$ cat config.mk
export PLATFORM = sky130hd
export DESIGN_NAME = seg7_scan_ctrl
export DESIGN_NICKNAME = d
export VERILOG_FILES = /design/src/rtl/seg7_pkg.sv /design/src/rtl/seg7_char_buf.sv /design/src/rtl/seg7_scan_ctrl.sv
export SDC_FILE = /design/constraint.sdc
export NUM_CORES = 1
export LEC_CHECK = 0
export BUFFER_PORTS_ARGS = -buffer_cell sky130_fd_sc_hd__buf_2
export CAP_MARGIN = 20
export CORE_MARGIN = 8
export CORE_UTILIZATION = 35
export CTS_CLUSTER_DIAMETER = 120
export DETAILED_ROUTE_END_ITERATION = 7
export PLACE_DENSITY_LB_ADDON = 0.3
export SKIP_LAST_GASP = 1
export SLEW_MARGIN = 20
export SYNTH_ARGS = -nofsm -noshare
export SYNTH_HDL_FRONTEND = slang
export SYNTH_HIERARCHICAL = 1
export SYNTH_SLANG_ARGS = --single-unit
$ cat constraint.sdc
create_clock -name clk -period 3.2 [get_ports clk]
set_input_delay 0.16 -clock clk [delete_from_list [all_inputs] [get_ports clk]]
set_output_delay 0.16 -clock clk [all_outputs]
set_load 0.005 [all_outputs]
$ cat src/rtl/seg7_pkg.sv
// Shared types and helpers for the multiplexed 7-segment scan controller.
package seg7_pkg;

  typedef enum logic {
    ST_BLANK = 1'b0,
    ST_SHOW  = 1'b1
  } scan_state_e;

  localparam logic [7:0] CHAR_BLANK = 8'h20;

  function automatic int idx_w(input int n);
    return (n <= 1) ? 1 : $clog2(n);
  endfunction

endpackage

$ cat src/rtl/seg7_char_buf.sv
// Double-buffered character store: writes land in shadow, a copy publishes
// shadow to active, and the read port shows what active will hold after this cycle.
module seg7_char_buf
  import seg7_pkg::*;
#(
  parameter int NUM_DIGITS = 4
) (
  input  logic                            clk,
  input  logic                            reset,
  input  logic                            wr_en,
  input  logic [idx_w(NUM_DIGITS)-1:0]    wr_addr,
  input  logic [7:0]                      wr_char,
  input  logic                            copy,
  input  logic [idx_w(NUM_DIGITS)-1:0]    rd_idx,
  output logic [7:0]                      rd_char
);

  localparam int AW    = idx_w(NUM_DIGITS);
  localparam int DEPTH = 2 ** AW;
  // Addresses beyond the bank complete the handshake but are dropped.
  localparam logic [DEPTH-1:0] ADDR_OK = {DEPTH{1'b1}} >> (DEPTH - NUM_DIGITS);

  logic [7:0] shadow [NUM_DIGITS];
  logic [7:0] active [NUM_DIGITS];
  logic       addr_ok;

  assign addr_ok = ADDR_OK[wr_addr];

  always_ff @(posedge clk or posedge reset) begin
    if (reset) begin
      for (int i = 0; i < NUM_DIGITS; i++) begin
        shadow[i] <= CHAR_BLANK;
        active[i] <= CHAR_BLANK;
      end
    end else begin
      if (wr_en && addr_ok) begin
        shadow[wr_addr] <= wr_char;
      end
      if (copy) begin
        for (int i = 0; i < NUM_DIGITS; i++) begin
          active[i] <= shadow[i];
        end
      end
    end
  end

  // During a copy the register edge publishes shadow, so forward it.
  assign rd_char = copy ? shadow[rd_idx] : active[rd_idx];

endmodule

$ cat src/rtl/seg7_scan_ctrl.sv
// Scan controller for a common-anode 7-segment bank: time-multiplexes digits,
// inserts anti-ghosting gaps and publishes buffered text only at frame boundaries.
//
//   state    | meaning
//   ST_BLANK | all digits off for BLANK_CYCLES; exit advances digit_idx
//   ST_SHOW  | digit_idx lit for REFRESH_DIV cycles
module seg7_scan_ctrl
  import seg7_pkg::*;
#(
  parameter int NUM_DIGITS   = 4,
  parameter int REFRESH_DIV  = 50000,
  parameter int BLANK_CYCLES = 500
) (
  input  logic                          clk,
  input  logic                          reset,
  input  logic                          wr_valid,
  output logic                          wr_ready,
  input  logic [idx_w(NUM_DIGITS)-1:0]  wr_addr,
  input  logic [7:0]                    wr_char,
  input  logic                          commit,
  output logic                          commit_pending,
  input  logic                          blank,
  output logic [7:0]                    char_out,
  output logic [NUM_DIGITS-1:0]         digit_sel_n,
  output logic                          frame_start
);

  localparam int AW   = idx_w(NUM_DIGITS);
  localparam int TMAX = (REFRESH_DIV > BLANK_CYCLES) ? REFRESH_DIV : BLANK_CYCLES;
  localparam int TW   = idx_w(TMAX);

  localparam logic [TW-1:0] SHOW_LAST  = TW'(REFRESH_DIV - 1);
  localparam logic [TW-1:0] BLANK_LAST = TW'(BLANK_CYCLES - 1);
  localparam logic [AW-1:0] LAST_IDX   = AW'(NUM_DIGITS - 1);

  scan_state_e           state, state_nxt;
  logic [TW-1:0]         timer, timer_nxt;
  logic [AW-1:0]         digit_idx, idx_nxt, idx_adv;
  logic                  first_pass;
  logic                  show_done, blank_done, boundary, copy;
  logic                  wr_en, pending_nxt;
  logic [NUM_DIGITS-1:0] sel_nxt;
  logic [7:0]            rd_char;

  assign wr_en = wr_valid && wr_ready;

  always_comb begin
    show_done  = (state == ST_SHOW)  && (timer == SHOW_LAST);
    blank_done = (state == ST_BLANK) && (timer == BLANK_LAST);
    // The blank that follows reset lands on digit 0 rather than advancing.
    idx_adv    = (first_pass || (digit_idx == LAST_IDX)) ? '0 : digit_idx + 1'b1;
    boundary   = blank_done && (idx_adv == '0);
    copy       = boundary && commit_pending;

    state_nxt = state;
    timer_nxt = timer + 1'b1;
    idx_nxt   = digit_idx;
    if (show_done) begin
      state_nxt = ST_BLANK;
      timer_nxt = '0;
    end else if (blank_done) begin
      state_nxt = ST_SHOW;
      timer_nxt = '0;
      idx_nxt   = idx_adv;
    end

    pending_nxt = commit_pending;
    if (copy) begin
      pending_nxt = 1'b0;
    end else if (commit && !commit_pending) begin
      pending_nxt = 1'b1;
    end

    sel_nxt = '1;
    if ((state_nxt == ST_SHOW) && !blank) begin
      sel_nxt[idx_nxt] = 1'b0;
    end
  end

  always_ff @(posedge clk or posedge reset) begin
    if (reset) begin
      state          <= ST_BLANK;
      timer          <= '0;
      digit_idx      <= '0;
      first_pass     <= 1'b1;
      commit_pending <= 1'b0;
      wr_ready       <= 1'b1;
      frame_start    <= 1'b0;
      digit_sel_n    <= '1;
      char_out       <= CHAR_BLANK;
    end else begin
      state          <= state_nxt;
      timer          <= timer_nxt;
      digit_idx      <= idx_nxt;
      first_pass     <= first_pass && !blank_done;
      commit_pending <= pending_nxt;
      wr_ready       <= !pending_nxt;
      frame_start    <= boundary;
      digit_sel_n    <= sel_nxt;
      if (blank_done) begin
        char_out <= rd_char;
      end
    end
  end

  seg7_char_buf #(
    .NUM_DIGITS (NUM_DIGITS)
  ) u_char_buf (
    .clk     (clk),
    .reset   (reset),
    .wr_en   (wr_en),
    .wr_addr (wr_addr),
    .wr_char (wr_char),
    .copy    (copy),
    .rd_idx  (idx_adv),
    .rd_char (rd_char)
  );

endmodule

* Yosys cells after proc, flatten, opt, wreduce, memory -nomap -nowiden *
Cells that the tools add are included.

operators by class
  $add $sub $neg = 2
  multiply operators = 0
  div/mod/pow operators = 0
  $lt $le $gt $ge = 6
  equality and inequality tests = 3
  shift operators = 0
  muxes and demuxes = 24
  bitwise operators = 4
  reduce and logical (&&, ||, !) cells = 17

operators by type and width
  cell                                                                number
  2-to-1 mux 8 bit                                                    6
  binary-select mux 8 bit (select 2 bit)                              2
  bitwise mux 32 bit                                                  1
  2-to-1 mux 16 bit                                                   2
  adder 16 x 1 -> 16 bit (second input constant)                      1
  demux 8 bit (select 2 bit)                                          1
  == test 16 bit (second input constant)                              1
  == test 16 x 9 -> 1 bit (second input constant)                     1
  logical AND 1 bit                                                   11
  greater-or-equal comparator 3 bit (second input constant)           2
  less-than comparator 2 x 3 -> 1 bit (second input constant)         2
  2-to-1 mux 1 bit                                                    6
  2-to-1 mux 2 bit                                                    3
  inverter 2 -> 3 bit                                                 2
  logical NOT 1 bit                                                   4
  2-to-1 mux 4 bit                                                    1
  inverter 4 bit                                                      1
  less-than comparator 3 x 1 -> 1 bit (second input constant)         1
  adder 2 x 1 -> 2 bit (second input constant)                        1
  binary-select mux 1 bit (select 2 bit)                              1
  demux 1 bit (select 2 bit)                                          1
  == test 2 bit (second input constant)                               1
  greater-or-equal comparator 2 x 1 -> 1 bit (second input constant)  1
  logical NOT 2 bit                                                   1
  2 further kinds                                                     2

word-level totals
  register bits after elaboration = 99
  latch bits = 0
  memory bits (writable) = 0
  ROM bits = 0
  input bits = 15
  output and inout bits = 15
  logic and storage cells = 73
  memories = 0

* Logic depth before layout (Yosys ltp) *
Gate-level depths: netlist of run 1.

  word-level depth = 11
  gate-level depth with buffers = 10
  mapped depth without buffers = 8

* Modules after synthesis *
Netlist of run 1, hierarchy kept.

by module, submodules not included
  module          times used  cells each  area an instance (µm²)  seq. area each (µm²)
  seg7_char_buf   1           165         2934.1                  1611.5
  seg7_scan_ctrl  1           153         1551.5                  884.6

* Worst setup path before layout of run 1 *
No wires, ideal clock.

  path type = register to register
  start = reg timer[0]
  end = reg char_out[0]
  setup time = 117 ps
  data arrival time = 2758 ps
  data required time = 3083 ps
  slack = 325 ps
  cell stages (with the launch flop) = 11
  buffers on the path = 2
  period minus slack after synthesis = 2875 ps
  cells stage by stage = dfrtp_1 -> ha_1 -> nor4b_1 -> nand3_1 -> or4_1 -> buf_2 -> nor4b_4 -> buf_1 -> mux2_2 -> nand2_1 -> nand2_1

on the way
  longest elaborated chain between the ends = 5

ends and longest elaborated chain
  element                   line                   source
  start: declaration        seg7_scan_ctrl.sv:37   logic [TW-1:0] timer, timer_nxt;
  start signal: assignment  seg7_scan_ctrl.sv:93   timer <= timer_nxt;
  == test 16 x 9 -> 1 bit   seg7_scan_ctrl.sv:49   blank_done = (state == ST_BLANK) && (timer == BLANK_LAST);
  logical AND 1 bit         seg7_scan_ctrl.sv:49
  logical AND 1 bit         seg7_scan_ctrl.sv:52   boundary = blank_done && (idx_adv == '0);
  logical AND 1 bit         seg7_scan_ctrl.sv:53   copy = boundary && commit_pending;
  net copy                  seg7_scan_ctrl.sv:40   logic show_done, blank_done, boundary, copy;
  2-to-1 mux 8 bit          seg7_char_buf.sv:48    assign rd_char = copy ? shadow[rd_idx] : active[rd_idx];
  net rd_char[0]            seg7_scan_ctrl.sv:43   logic [7:0] rd_char;
  end signal: assignment    seg7_scan_ctrl.sv:101  char_out <= rd_char;
  end: declaration          seg7_scan_ctrl.sv:23   output logic [7:0] char_out,

The timed path passes the listed nets, and every way through them passes these cells.
A chain may end at the register's enable or synchronous reset.

* Worst setup path in the final report of run 1 *
  start = reg timer[0]
  end = reg char_out[1]

The elaborated chain is that of the path after synthesis.

==> flow_summary_export.csv, run 1 <==
group,metric,value,unit
floorplan,io_pins,30,
layout,final_common_cell,"dfrtp_1",
yosys,avgSynthCellArea,14.11,um^2
layout,num-fill-cells,1180,
layout,most-common-layout-cells,"dfrtp_1, mux2_2, nand2_1",
sta,setup_tns,0,ns
yosys,synth-async-reset-ratio,100.0,%
setup_path,start_kind,"flop",
global_routing,grt_pass1_vias,2767,
global_routing,grt_usage,11.40,%
sta,timing.clock.skew,0.009015,ns
setup_path,regToRegStartpoint,"timer[0]",
layout,regArea,0.002496,mm^2
placement,io_buffers,29,
sta,setup_ws,0.3082,ns
setup_path,crit_family,"simple AND/OR/NAND/NOR gates",
clock_tree,cts_tree,"yes",
layout,multi_input_area,0.001909,mm^2
yosys,synth_area,0.004486,mm^2
setup_path,crit_path_max_fanout,24,
sta,hold_viol,0,
drt,wire_per_inst,16.20,um
drt,vias,2640,
clock_tree,cts_root_buf,"clkbuf_16",
sta,rsz0062_at_grt,"no",
floorplan,die_y,129.2,um
clock_tree,clock_latency,0.35,ns
clock_tree,post_cts_resized,0,
layout,layout.nets,374,
placement,gp_congestion,0.7384,
floorplan,start_util,35.69,%
yosys,syn-num-nets,335,
setup_path,critical_path.cell_chain,"ha_1 -> nor4b_1 -> nand3_1 -> or4_1 -> nor4b_4 -> buf_12 -> mux2_2 -> nand2_1 -> nand2_1",
run_status,status,"completed",
layout,fin_cells,534,
sta,drv_slew,0,
drt,remaining_drc_errors,0,
drt,routed_via_density,4.944,
yosys,synth_seq_cells,99,
sta,relSlewSlack,38.41,%
setup_path,rr_worst_depth,9,
sta,finalCriticalPeriod,2.892,ns
sta,tightest_slew,0.9228,ns
power,cellPowerDensity,466.8,mW/mm^2
setup_path,end_kind,"flop",
drt,drtPass1Iterations,4,
yosys,synthFlopType,"dfrtp_1",
yosys,synthCells,318,
power,vdd_drop_max,0.2581,mV
yosys,synth_warnings,6,
placement,hpwl,6011,um
layout,n_antenna_cell,0,
setup_path,reg2reg_slack,0.31,ns
layout,drive_gt1_share,41.16,%
hold_path,hold-path-cell-count,3,
sta,period_share,90.37,%
sta,max_freq,345.8,MHz
power,p_leak,2.515,nW
placement,dp_slack,0.3132,ns
global_routing,antenna_found_initial,0,
floorplan,die-area,0.01669,mm^2
drt,routed_wl,8650,um
placement,placed_area,0.004885,mm^2
hold_path,hp-class,"in2reg",
global_routing,grt_start_max_net_pins,50,
setup_path,slowest_delay,0.62,ns
yosys,yosys.cell_types.count,37,
flow_run,maxCapViolCount,0,
setup_path,worstPathArrival,3.13,ns
setup_path,cp_common_cell,"nand2_1",
yosys,ys_seq_area_share,55.65,%
floorplan,die_w,129.2,um
floorplan,core,0.01257,mm^2
global_routing,grt_pass1_wl,14750,um
hold_path,hp-start,"commit",
hold_path,hold_path_end,"commit_pending",
clock_tree,clk_pin_slew_worst_paths,0.07,ns
placement,placed_cells,517,
yosys,synth-edff-count,0,
drt,final_antenna_net_count,0,
global_routing,grt-ovfl-total,0,
setup_path,path_class,"reg2reg",
setup_path,crit_cells,9,
clock_tree,cts.sinks,99,
sta,final-setup-viol-count,0,
layout,stdcell_area,0.005196,mm^2
floorplan,placementRows,41,
setup_path,critPathBufInv,1,
sta,hold_ws,0.06387,ns
drt,drt_iter0_drc,130,
clock_tree,clk_path_buf_depth,2,
setup_path,cp.required,3.44,ns
setup_path,crit_slowest_cell,"or4_1",
clock_tree,ctsHtreeMaxLevel,3,
setup_path,r2r-end,"char_out[1]",
clock_tree,cts_made_buffers,9,
layout,area_delta_synth_final,15.84,%
-- worst min-delay path, delay by kind of cell --
kind	cells	cell delay (ns)
buffers and inverters	1	0.08
and+or+nand+nor	2	0.13
-- state kept, by name (all words and copies together), names as in the netlist --
signal and count:
u_char_buf/active 32, frame_start 1, wr_ready 1, timer 16, commit_pending 1, digit_idx 2
first_pass 1, char_out 8, digit_sel_n 4, state 1, u_char_buf/shadow 32
-- logic make-up after synthesis --
family          synth area share, %
xor+xnor                      2.734
flops                         55.65
simple gates                  10.52
mux                           27.70
compound gates               0.8088
fa+ha+maj                    0.5578
buf+inv                       2.036
-- metrics by stage --
stage | power (mW) | util, %
floorplan | 1.334 | -
global placement | 1.362 | 38.87
detailed placement | 1.364 | 38.87
CTS | 2.469 | 41.33
global route | 2.526 | 41.34
finish | 2.426 | 41.34
-- repair_timing --
| item | in CTS | in global routing |
|---|---|---|
| hold buffers | 1 | 0 |
| hold endpoints to repair | 28 | 0 |
| setup buffers | 0 | 0 |
-- synthesized netlist by cell type (2+ instances only) --
library cell	number	area (um^2)
ha_1	2	25.02
nand4_1	4	25.02
nor3_1	4	20.02
nor4b_1	2	17.52
and2_1	2	12.51
a31oi_1	2	12.51
dfrtp_1	84	2102
mux2_2	73	822.0
or3_1	2	12.51
clkbuf_1	4	15.01
dfstp_2	15	394.1
nand3_1	8	40.04
o21ai_0	2	10.01
and3_1	2	12.51
inv_1	5	18.77
nor4_1	4	25.02
xnor2_1	9	78.83
nor2_1	19	71.32
mux4_1	16	420.4
nand2_1	33	123.9
buf_2	3	15.01
buf_1	3	11.26
nand3b_1	2	15.01
xor2_1	5	43.79
-- layer usage --
metal	routed length, um	GRT usage, %
met3	305	3.451
met1	4289	15.47
met5	0	0
met2	3940	16.97
met4	114	3.732
-- final cells by class --
class                   instances  share of cell area, %
inverters                       5                 0.3853
clock buffers                  10                  4.406
well taps                     172                  4.142
repair buffers                 40                  4.912
multi-input cells             202                  36.74
clock inverters                 6                  1.373
flip-flops and latches         99                  48.04
-- worst max path at each step --
| stage | start | end | slack [ns] |
|---|---|---|---|
| after floorplan | timer[0] | char_out[0] | 0.33 |
| after global placement | timer[0] | char_out[0] | 0.38 |
| after detailed placement | timer[0] | char_out[1] | 0.31 |
| after CTS | timer[0] | char_out[1] | 0.28 |
| after global routing | timer[0] | char_out[1] | 0.12 |
| final | timer[0] | char_out[1] | 0.31 |
-- power breakdown --
part | switching, mW | internal, mW
logic | 0.0359 | 0.0245
clock network | 0.471 | 0.616
registers | 0.0114 | 1.27
total | 0.518 | 1.91
Note: power is estimated with default switching activity, not from simulation.
==> run 2: changes to the inputs <==
Settings changed: PLACE_DENSITY_LB_ADDON 0.3 to default.
==> flow_summary_export.csv, run 2 (same netlist as run 1, synthesis figures left out) <==
group,metric,value,unit
run_status,status,"completed",
setup_path,crit_path_max_fanout,42,
drt,routed_via_density,4.932,
layout,num-fill-cells,1183,
hold_path,hp-class,"in2reg",
setup_path,end_kind,"flop",
setup_path,start_kind,"flop",
flow_run,maxCapViolCount,0,
clock_tree,ctsHtreeMaxLevel,3,
drt,drt_iter0_drc,188,
clock_tree,cts.sinks,99,
global_routing,grt_pass1_vias,2767,
floorplan,die_y,129.2,um
drt,wire_per_inst,16.36,um
drt,vias,2629,
sta,setup_tns,0,ns
clock_tree,clk_path_buf_depth,2,
clock_tree,cts_made_buffers,9,
setup_path,cp_common_cell,"nand2_1",
layout,layout.nets,373,
layout,final_common_cell,"dfrtp_1",
global_routing,grt_start_max_net_pins,51,
setup_path,path_class,"reg2reg",
drt,routed_wl,8720,um
clock_tree,clk_pin_slew_worst_paths,0.07,ns
global_routing,antenna_found_initial,0,
global_routing,grt_pass1_wl,14690,um
floorplan,placementRows,41,
power,vdd_drop_max,0.2675,mV
clock_tree,clock_latency,0.34,ns
sta,max_freq,343.5,MHz
floorplan,io_pins,30,
sta,rsz0062_at_grt,"no",
layout,most-common-layout-cells,"dfrtp_1, mux2_2, nand2_1",
drt,final_antenna_net_count,0,
drt,remaining_drc_errors,0,
sta,period_share,90.98,%
sta,timing.clock.skew,0.007182,ns
floorplan,die-area,0.01669,mm^2
floorplan,core,0.01257,mm^2
layout,n_antenna_cell,0,
placement,io_buffers,29,
sta,relSlewSlack,36.80,%
clock_tree,cts_tree,"yes",
sta,tightest_slew,0.9438,ns
setup_path,cp.required,3.43,ns
layout,reg_top3,"u_char_buf/active: 32 flops, u_char_buf/shadow: 32 flops, timer: 16 flops",
sta,drv_slew,0,
sta,final-setup-viol-count,0,
floorplan,start_util,35.69,%
drt,drtPass1Iterations,4,
clock_tree,cts_root_buf,"clkbuf_16",
placement,hpwl,5935,um
setup_path,critical_path.cell_chain,"ha_1 -> nor4b_1 -> nand3_1 -> or4_1 -> nor4b_4 -> buf_12 -> mux2_2 -> nand2_1 -> nand2_1",
power,cellPowerDensity,459.7,mW/mm^2
setup_path,reg2reg_slack,0.29,ns
setup_path,critPathBufInv,1,
setup_path,crit_family,"simple AND/OR/NAND/NOR gates",
sta,hold_viol,0,
global_routing,grt-ovfl-total,0,
global_routing,grt_usage,11.46,%
setup_path,crit_slowest_cell,"or4_1",
floorplan,die_w,129.2,um
layout,drive_gt1_share,41.00,%
setup_path,slowest_delay,0.62,ns
setup_path,worstPathArrival,3.14,ns
sta,finalCriticalPeriod,2.911,ns
power,p_leak,2.502,nW
layout,area_delta_synth_final,15.40,%
placement,gp_congestion,0.7427,
sta,hold_ws,0.07226,ns
## run 2: cell types whose count changed in the layout (fill, tap and decap cells not counted), sizes merged
cell | previous run | this run
buf | 39 | 38
bufinv | 1 | 0
clkbuf | 10 | 11
## run 2: what timing repair did
action                                  in CTS  in global routing
gates resized for setup                      0                  0
endpoints found under the setup margin       0                  0
hold buffers                                 1                  0
endpoints found under the hold margin       28                  0
buffers inserted                             0                  0
## run 2: where the power goes
part	leakage (nW)	internal (mW)	switching, mW
Sequential	1.30	1.27	0.0105
Combinational	1.06	0.0245	0.0361
Clock	0.139	0.561	0.479
Total	2.50	1.85	0.526
## run 2: tightest hold or removal path: cells and delay by family
family,cells,cell delay [ns]
simple gates,2,0.13
buf+inv,1,0.08
## run 2: metal layers
metal / GRT usage [%] / part of all wire, % / up-vias
met4: 4.423 / 0.92 / 0
met5: 0 / 0 / -
met2: 18.11 / 48 / 39
met1: 14.43 / 46 / 1345
li1: - / - / 1239
met3: 3.492 / 4.4 / 6
## run 2: stage by stage
stage	total power, mW	setup WS [ns]	std cells	area (um^2)	util (%)
after CTS	2.425	0.2691	533	5175	41.17
after global placement	1.361	0.4071	516	4877	38.81
after floorplan	1.334	0.3251	318	4486	-
final	2.380	0.2887	533	5176	41.18
after detailed placement	1.363	0.3177	516	4877	38.81
after global routing	2.477	0.1218	533	5176	41.18
## run 2: layout make-up
class,count,area (um^2),share of cell area [%]
clock buffer,11,242.7,4.689
clock inverter,5,45.04,0.8702
inverter,5,20.02,0.3868
multi-input combinational,202,1909,36.89
sequential,99,2496,48.22
tap,172,215.2,4.158
timing repair buffer,39,247.7,4.786
## run 2: final timing paths
kind / startpoint / endpoint / cells after the start
worst min-delay path: commit / commit_pending / 3
min in group asynchronous: reset / timer[0] / 4
worst max register to register: timer[0] / char_out[2] / 9
worst min register to register: char_out[5] / char_out[5] / 2
worst max-delay path: timer[0] / char_out[2] / 9
max in group asynchronous: reset / u_char_buf/active[14] / 4
